`src/rtl/miniRISC_pkg.sv`:
```
// Shared definitions for the KGP miniRISC control path: opcode constants,
// sequencer state codes and writeback-source select codes.
package miniRISC_pkg;

  localparam logic [5:0] OP_LOAD  = 6'b010000;
  localparam logic [5:0] OP_STORE = 6'b011000;
  localparam logic [5:0] OP_HALT  = 6'b111111;

  // Sequencer states; the numeric codes are visible on the state port.
  typedef enum logic [2:0] {
    S_FETCH  = 3'd0,
    S_DECODE = 3'd1,
    S_EXEC   = 3'd2,
    S_MEM    = 3'd3,
    S_WB     = 3'd4,
    S_HALT   = 3'd5
  } state_t;

  localparam logic [1:0] WB_ALU = 2'b00;
  localparam logic [1:0] WB_MEM = 2'b01;
  localparam logic [1:0] WB_PC  = 2'b10;

endpackage

```
`src/rtl/opcode_classifier.sv`:
```
// Combinational opcode classifier: splits the 6-bit IR opcode field into
// instruction classes. is_branch covers every branch; is_link marks the
// branch-and-link subset.
module opcode_classifier
  import miniRISC_pkg::*;
(
  input  logic [5:0] opcode,
  output logic       is_load,
  output logic       is_store,
  output logic       is_branch,
  output logic       is_link,
  output logic       is_halt,
  output logic       is_alu
);

  // Class decode; 11xxxx is branch space except the all-ones HALT code.
  always_comb begin
    is_halt   = (opcode == OP_HALT);
    is_load   = (opcode == OP_LOAD);
    is_store  = (opcode == OP_STORE);
    is_branch = (opcode[5:4] == 2'b11) && !is_halt;
    is_link   = is_branch && (opcode[1:0] == 2'b11);
    is_alu    = !(is_halt || is_load || is_store || is_branch);
  end

endmodule

```
`src/rtl/multicycle_sequencer.sv`:
```
// Multi-cycle FETCH/DECODE/EXEC/MEM/WB sequencer for the miniRISC datapath.
// Owns the memory handshakes, a per-state wait counter for memory timeouts,
// a sticky timeout flag and a retired-instruction counter. All outputs are
// decoded from the registered state plus current inputs, and are held at 0
// while rst is low.
module multicycle_sequencer
  import miniRISC_pkg::*;
#(
  parameter int unsigned MEM_TIMEOUT = 16,
  parameter int unsigned CNT_W       = 16
) (
  input  logic             clk,
  input  logic             rst,
  input  logic [5:0]       opcode,
  input  logic             branch_cond,
  input  logic             imem_ready,
  input  logic             dmem_ready,
  input  logic             resume,
  output logic             imem_req,
  output logic             ir_load,
  output logic             pc_inc,
  output logic             pc_branch,
  output logic             reg_read,
  output logic             alu_en,
  output logic             dmem_req,
  output logic             dmem_we,
  output logic             reg_we,
  output logic [1:0]       wb_sel,
  output logic             halted,
  output logic             mem_err,
  output logic [2:0]       state,
  output logic [CNT_W-1:0] instr_count
);

  // Last wait-counter value allowed before a memory request is abandoned.
  localparam logic [7:0] WAIT_LAST = 8'(MEM_TIMEOUT - 1);

  state_t           state_q, state_d;
  logic [7:0]       wait_q;
  logic             mem_err_q;
  logic [CNT_W-1:0] count_q;

  logic is_load, is_store, is_branch, is_link, is_halt, is_alu;

  logic wait_inc, err_set, retire;

  logic       imem_req_r, ir_load_r, pc_inc_r, pc_branch_r, reg_read_r;
  logic       alu_en_r, dmem_req_r, dmem_we_r, reg_we_r, halted_r;
  logic [1:0] wb_sel_r;

  opcode_classifier u_classifier (
    .opcode    (opcode),
    .is_load   (is_load),
    .is_store  (is_store),
    .is_branch (is_branch),
    .is_link   (is_link),
    .is_halt   (is_halt),
    .is_alu    (is_alu)
  );

  // State register, wait counter, sticky error flag and retire counter.
  always_ff @(posedge clk) begin
    // NOTE: sequential state uses non-blocking assignments so every register
    // samples the pre-edge values, independent of statement order.
    if (!rst) begin
      state_q   <= S_FETCH;
      wait_q    <= 8'd0;
      mem_err_q <= 1'b0;
      count_q   <= '0;
    end else begin
      state_q   <= state_d;
      mem_err_q <= mem_err_q | err_set;
      if (retire) count_q <= count_q + 1'b1;
      if (state_d != state_q) wait_q <= 8'd0;
      else if (wait_inc)      wait_q <= wait_q + 8'd1;
    end
  end

  // Next-state and raw enable decode from registered state and inputs.
  always_comb begin
    // NOTE: every signal gets a default first so no path leaves one
    // unassigned, which would otherwise infer a latch.
    state_d     = state_q;
    wait_inc    = 1'b0;
    err_set     = 1'b0;
    retire      = 1'b0;
    imem_req_r  = 1'b0;
    ir_load_r   = 1'b0;
    pc_inc_r    = 1'b0;
    pc_branch_r = 1'b0;
    reg_read_r  = 1'b0;
    alu_en_r    = 1'b0;
    dmem_req_r  = 1'b0;
    dmem_we_r   = 1'b0;
    reg_we_r    = 1'b0;
    wb_sel_r    = WB_ALU;
    halted_r    = 1'b0;

    unique case (state_q)
      S_FETCH: begin
        imem_req_r = 1'b1;
        if (imem_ready) begin
          ir_load_r = 1'b1;
          pc_inc_r  = 1'b1;
          state_d   = S_DECODE;
        end else if (wait_q == WAIT_LAST) begin
          err_set = 1'b1;
          state_d = S_HALT;
        end else begin
          wait_inc = 1'b1;
        end
      end

      S_DECODE: begin
        reg_read_r = 1'b1;
        if (is_halt) begin
          retire  = 1'b1;
          state_d = S_HALT;
        end else begin
          state_d = S_EXEC;
        end
      end

      S_EXEC: begin
        alu_en_r = 1'b1;
        if (is_load || is_store) begin
          state_d = S_MEM;
        end else if (is_branch) begin
          pc_branch_r = branch_cond;
          if (is_link) begin
            state_d = S_WB;
          end else begin
            retire  = 1'b1;
            state_d = S_FETCH;
          end
        end else begin
          state_d = S_WB;
        end
      end

      S_MEM: begin
        dmem_req_r = 1'b1;
        dmem_we_r  = is_store;
        if (dmem_ready) begin
          if (is_load) begin
            state_d = S_WB;
          end else begin
            retire  = 1'b1;
            state_d = S_FETCH;
          end
        end else if (wait_q == WAIT_LAST) begin
          err_set = 1'b1;
          state_d = S_HALT;
        end else begin
          wait_inc = 1'b1;
        end
      end

      S_WB: begin
        reg_we_r = 1'b1;
        if (is_load)      wb_sel_r = WB_MEM;
        else if (is_link) wb_sel_r = WB_PC;
        else              wb_sel_r = WB_ALU;
        retire  = 1'b1;
        state_d = S_FETCH;
      end

      S_HALT: begin
        halted_r = 1'b1;
        if (resume) state_d = S_FETCH;
      end

      default: state_d = S_FETCH;
    endcase
  end

  // Output gating: everything reads as 0 while reset is held.
  always_comb begin
    imem_req    = rst & imem_req_r;
    ir_load     = rst & ir_load_r;
    pc_inc      = rst & pc_inc_r;
    pc_branch   = rst & pc_branch_r;
    reg_read    = rst & reg_read_r;
    alu_en      = rst & alu_en_r;
    dmem_req    = rst & dmem_req_r;
    dmem_we     = rst & dmem_we_r;
    reg_we      = rst & reg_we_r;
    wb_sel      = rst ? wb_sel_r : WB_ALU;
    halted      = rst & halted_r;
    mem_err     = rst & mem_err_q;
    state       = rst ? state_q : 3'd0;
    instr_count = rst ? count_q : '0;
  end

  // is_alu is the fall-through case of the EXEC decode above.
  logic unused_ok;
  assign unused_ok = is_alu;

endmodule

```
`config.mk`:
```
export PLATFORM = sky130hd
export DESIGN_NAME = multicycle_sequencer
export DESIGN_NICKNAME = d
export VERILOG_FILES = /design/src/rtl/miniRISC_pkg.sv /design/src/rtl/opcode_classifier.sv /design/src/rtl/multicycle_sequencer.sv
export SDC_FILE = /design/constraint.sdc
export NUM_CORES = 1
export LEC_CHECK = 0
export ABC_CLOCK_PERIOD_IN_PS = 2100
export CAP_MARGIN = 10
export CELL_PAD_IN_SITES_DETAIL_PLACEMENT = 0
export CELL_PAD_IN_SITES_GLOBAL_PLACEMENT = 1
export CORE_MARGIN = 5
export CORE_UTILIZATION = 33
export CTS_CLUSTER_SIZE = 30
export DETAILED_ROUTE_END_ITERATION = 10
export PLACE_DENSITY = 0.84
export REMOVE_ABC_BUFFERS = 1
export SETUP_SLACK_MARGIN = 0.02
export SLEW_MARGIN = 20
export SYNTH_ARGS = -nofsm -noshare
export SYNTH_HDL_FRONTEND = slang
export SYNTH_SLANG_ARGS = --single-unit
```
`constraint.sdc`:
```
create_clock -name clk -period 2.1 [get_ports clk]
set_clock_uncertainty 0.1 [all_clocks]
set_input_delay 0.21 -clock clk [delete_from_list [all_inputs] [get_ports clk]]
set_output_delay 0.21 -clock clk [all_outputs]
set_load 0.05 [all_outputs]
```
==> results <==
- From left edge to right edge, the die measures 86.32 um.
- The leakage power figure is 1.379 nW.
- The pin count of the biggest net entering global routing is 22.
- The worst path needs 2.034 ns of the cycle, external delays included.
- The count of final hold-check violations is 0.
- The summed negative setup slack over all endpoints is 0 ns.
- The first global-routing pass estimated 9328 um of wire.
- The classification of the worst-slack hold path is register to register.
- Derived from the worst setup path, the maximum achievable clock frequency is 491.5 MHz.
- Of all flip-flops after synthesis, the portion carrying an async set or reset was 0%.
- The proportion of layout cells with a drive suffix above 1 is 44.71%.
- Leaving out fill and tap cells, the most frequent cells in the layout are buf_4, buf_12, nor2_1.
- The clock transition at the registers of the reported paths is 0.10 ns.
- IR analysis of the VDD net gives a maximum drop of 0.2855 mV.
- The end-of-flow core utilization is 60.58%.
- In this run the worst path has a maximum fanout of 4.
- The largest incremental delay on the critical path is 0.55 ns.
- The total global-route track usage is 15.24%.
- From synthesis to final layout, the design area changed by 75.72%.
- The number of nets still failing antenna checks after routing is 0.
- The total number of placement rows is 27.
- The area of the placeable core is 5574 um^2.
- The die area is 7450 um^2.
- Port buffering added 43 buffers.
- The cell family contributing the most delay on the critical path is simple AND/OR/NAND/NOR gates.
- The number of DRC markers in iteration 0 is 160.
- The routed layout has 2100 vias.
- The initial antenna violation count is 0.
- The number of synthesized register bits is 28.
- The via count of the first global-routing pass is 2005.
- The congestion estimate from routability-driven global placement came to 0.8416.
- In this run the number of H-tree levels came out at 1.
- For this run, design rule violations remaining after detail routing come to 0.
- The cell at the root of the clock tree is clkbuf_8.
- The final wirelength is 5765 um.
- The share of the synthesized area in the top cell type is 29.17%.
- The data required time at the worst endpoint is 1.79 ns.
- 0 antenna diodes ended up in the layout.
- The sequential area share after synthesis is 29.17%.
- Counting every sink on the clock net gives 28.
- The run finished with clean final reports.
- The detail-routed via count per cell is 5.211.
- The first detailed-routing pass ran for 4 iterations.
- The count of warnings emitted by yosys is 0.
- The total chip power is 1.171 mW.
- The worst path uses 96.88% of the clock period.
- Buffers inserted during clock tree synthesis total 3.
- The latest clock arrival within the worst-skew pair is 0.28 ns.
- The total placed cells including tap cells is 392.
- The number of buffers and inverters on the critical path is 4.
- After legalization and detailed placement, the total HPWL measured 4414 um.
- The average footprint of a synthesized cell is 8.178 um^2.
- The worst setup path is captured at an output port.
- The post-synthesis cell count is 235.
- The count of nets after finishing is 346.
- After synthesis, the netlist uses 56 different library cells.
- The initial cell density of the core is 34.48%.
- After routing the design area is 3377 um^2.
- The critical path in this run is classified as primary input to output port.
- The startpoint type of the worst setup path is a primary input.
- The top-level I/O count is 44.
- Setup violations remaining at the end of the flow were counted as 0.
- The arrival time at the worst endpoint is 1.72 ns.
- The tightest hold path in the finished design has a slack of 0.3715 ns.
- The synthesized design contains 0 enable-type register cells.
- The cell type with the largest total area after synthesis is dfxtp_1.
- Setup repair after global routing left no endpoint under its margin.
- The final cell count without fillers is 403.
- The tool flagged a number of max-cap violations equal to 0.
- From bottom edge to top edge, the die measures 86.32 um.
- In this run the tightest slew margin relative to its limit is 67.19%.
- The global-route congestion overflow total is 0.
- The largest individual stage delay along the critical path comes from the cell or4b_4.
- No sink is reached through more buffers than the 2 on the longest clock path.
- After layout, the worst setup slack is 0.06560 ns.
- The per-cell routed wire length is 14.31 um.
- The signal on the critical path passes through clkdlybuf4s15_1 > or4b_4 > or2_4 > buf_6 > nor3_2 > buf_4 > buf_12.
- Dividing total power by cell area gives a power density of 346.8 nW/um^2.
- TritonCTS built the clock tree.
- The prevailing post-synth register cell is dfxtp_1.
- The pre-CTS setup slack is -0.4102 ns.
- Ranked by total cell area, the synthesized netlist is headed by dfxtp_1, and2_1, mux2_2, nor2_1, nor3_2.
- The post-synth design cell area is 1922 um^2.
- The max-slew violation count is 0.
- Leaving out fill and tap cells, the most frequent cell in the layout is buf_4.
- The slew of the pin with the lowest slew margin is 0.4876 ns.
- The total placed instance area is 3107 um^2.
## power by group
part	switching (mW)	internal (mW)	total, mW
Sequential	0.00907	0.537	0.546
Clock	0.182	0.168	0.350
Combinational	0.145	0.131	0.275
## flip-flops by register name, summed over array words and instances (netlist names)
register,cells
count_q,16
mem_err_q,1
state_q,3
wait_q,8
## logic make-up after synthesis
logic type	share of synthesized area [%]
flops	29.17
simple gates	36.72
buf+inv	5.339
xor+xnor	3.190
mux	8.138
fa+ha+maj	1.302
compound gates	16.15
## repair_timing
action | in CTS | in global routing
pin swaps | 7 | 16
gates resized for setup | 20 | 29
setup endpoints to repair | 21 | 22
hold buffers | 0 | 0
cloned | 0 | 0
buffers inserted | 1 | 6
## layout make-up
class	instances	area, um^2
inverter	11	41.29
timing repair buffer	104	1225
multi-input combinational	184	1399
fill	446	2197
clock buffer	4	55.05
sequential	28	566.8
tap	72	90.09
## Yosys cell counts, types with 4 or more instances
master / n
a211oi_1: 7
a21o_1: 4
a21oi_1: 9
and2_1: 20
buf_2: 4
clkbuf_1: 5
dfxtp_1: 28
inv_1: 11
mux2_2: 11
nand2_1: 17
nand3_1: 8
nor2_1: 28
nor3_1: 7
nor3_2: 10
nor4_1: 4
xor2_1: 4
## worst register-to-register path: cells and delay by family, from the launching register on
| family | cells | cell delay (ns) |
|---|---|---|
| fa+ha+maj | 1 | 0.23 |
| simple gates | 3 | 0.93 |
| flops | 1 | 0.35 |
| compound gates | 2 | 0.29 |
## final timing paths
kind | cells after the start | slack [ns] | start | to
max | 7 | 0.07 | opcode[2] | wb_sel[0]
min | 2 | 0.37 | mem_err_q | mem_err_q
max reg2reg | 6 | 0.13 | wait_q[0] | wait_q[6]
min reg2reg | 2 | 0.37 | mem_err_q | mem_err_q
## per-layer routing
layer | GRT usage (%) | wire (um) | vias to the layer above
met2 | 25.58 | 2780 | 51
met4 | 3.258 | 41 | 0
met5 | 0 | 0 | -
met3 | 1.996 | 229 | 2
met1 | 20.86 | 2714 | 1008
li1 | - | - | 1039
(Power assumes the default switching activity.)
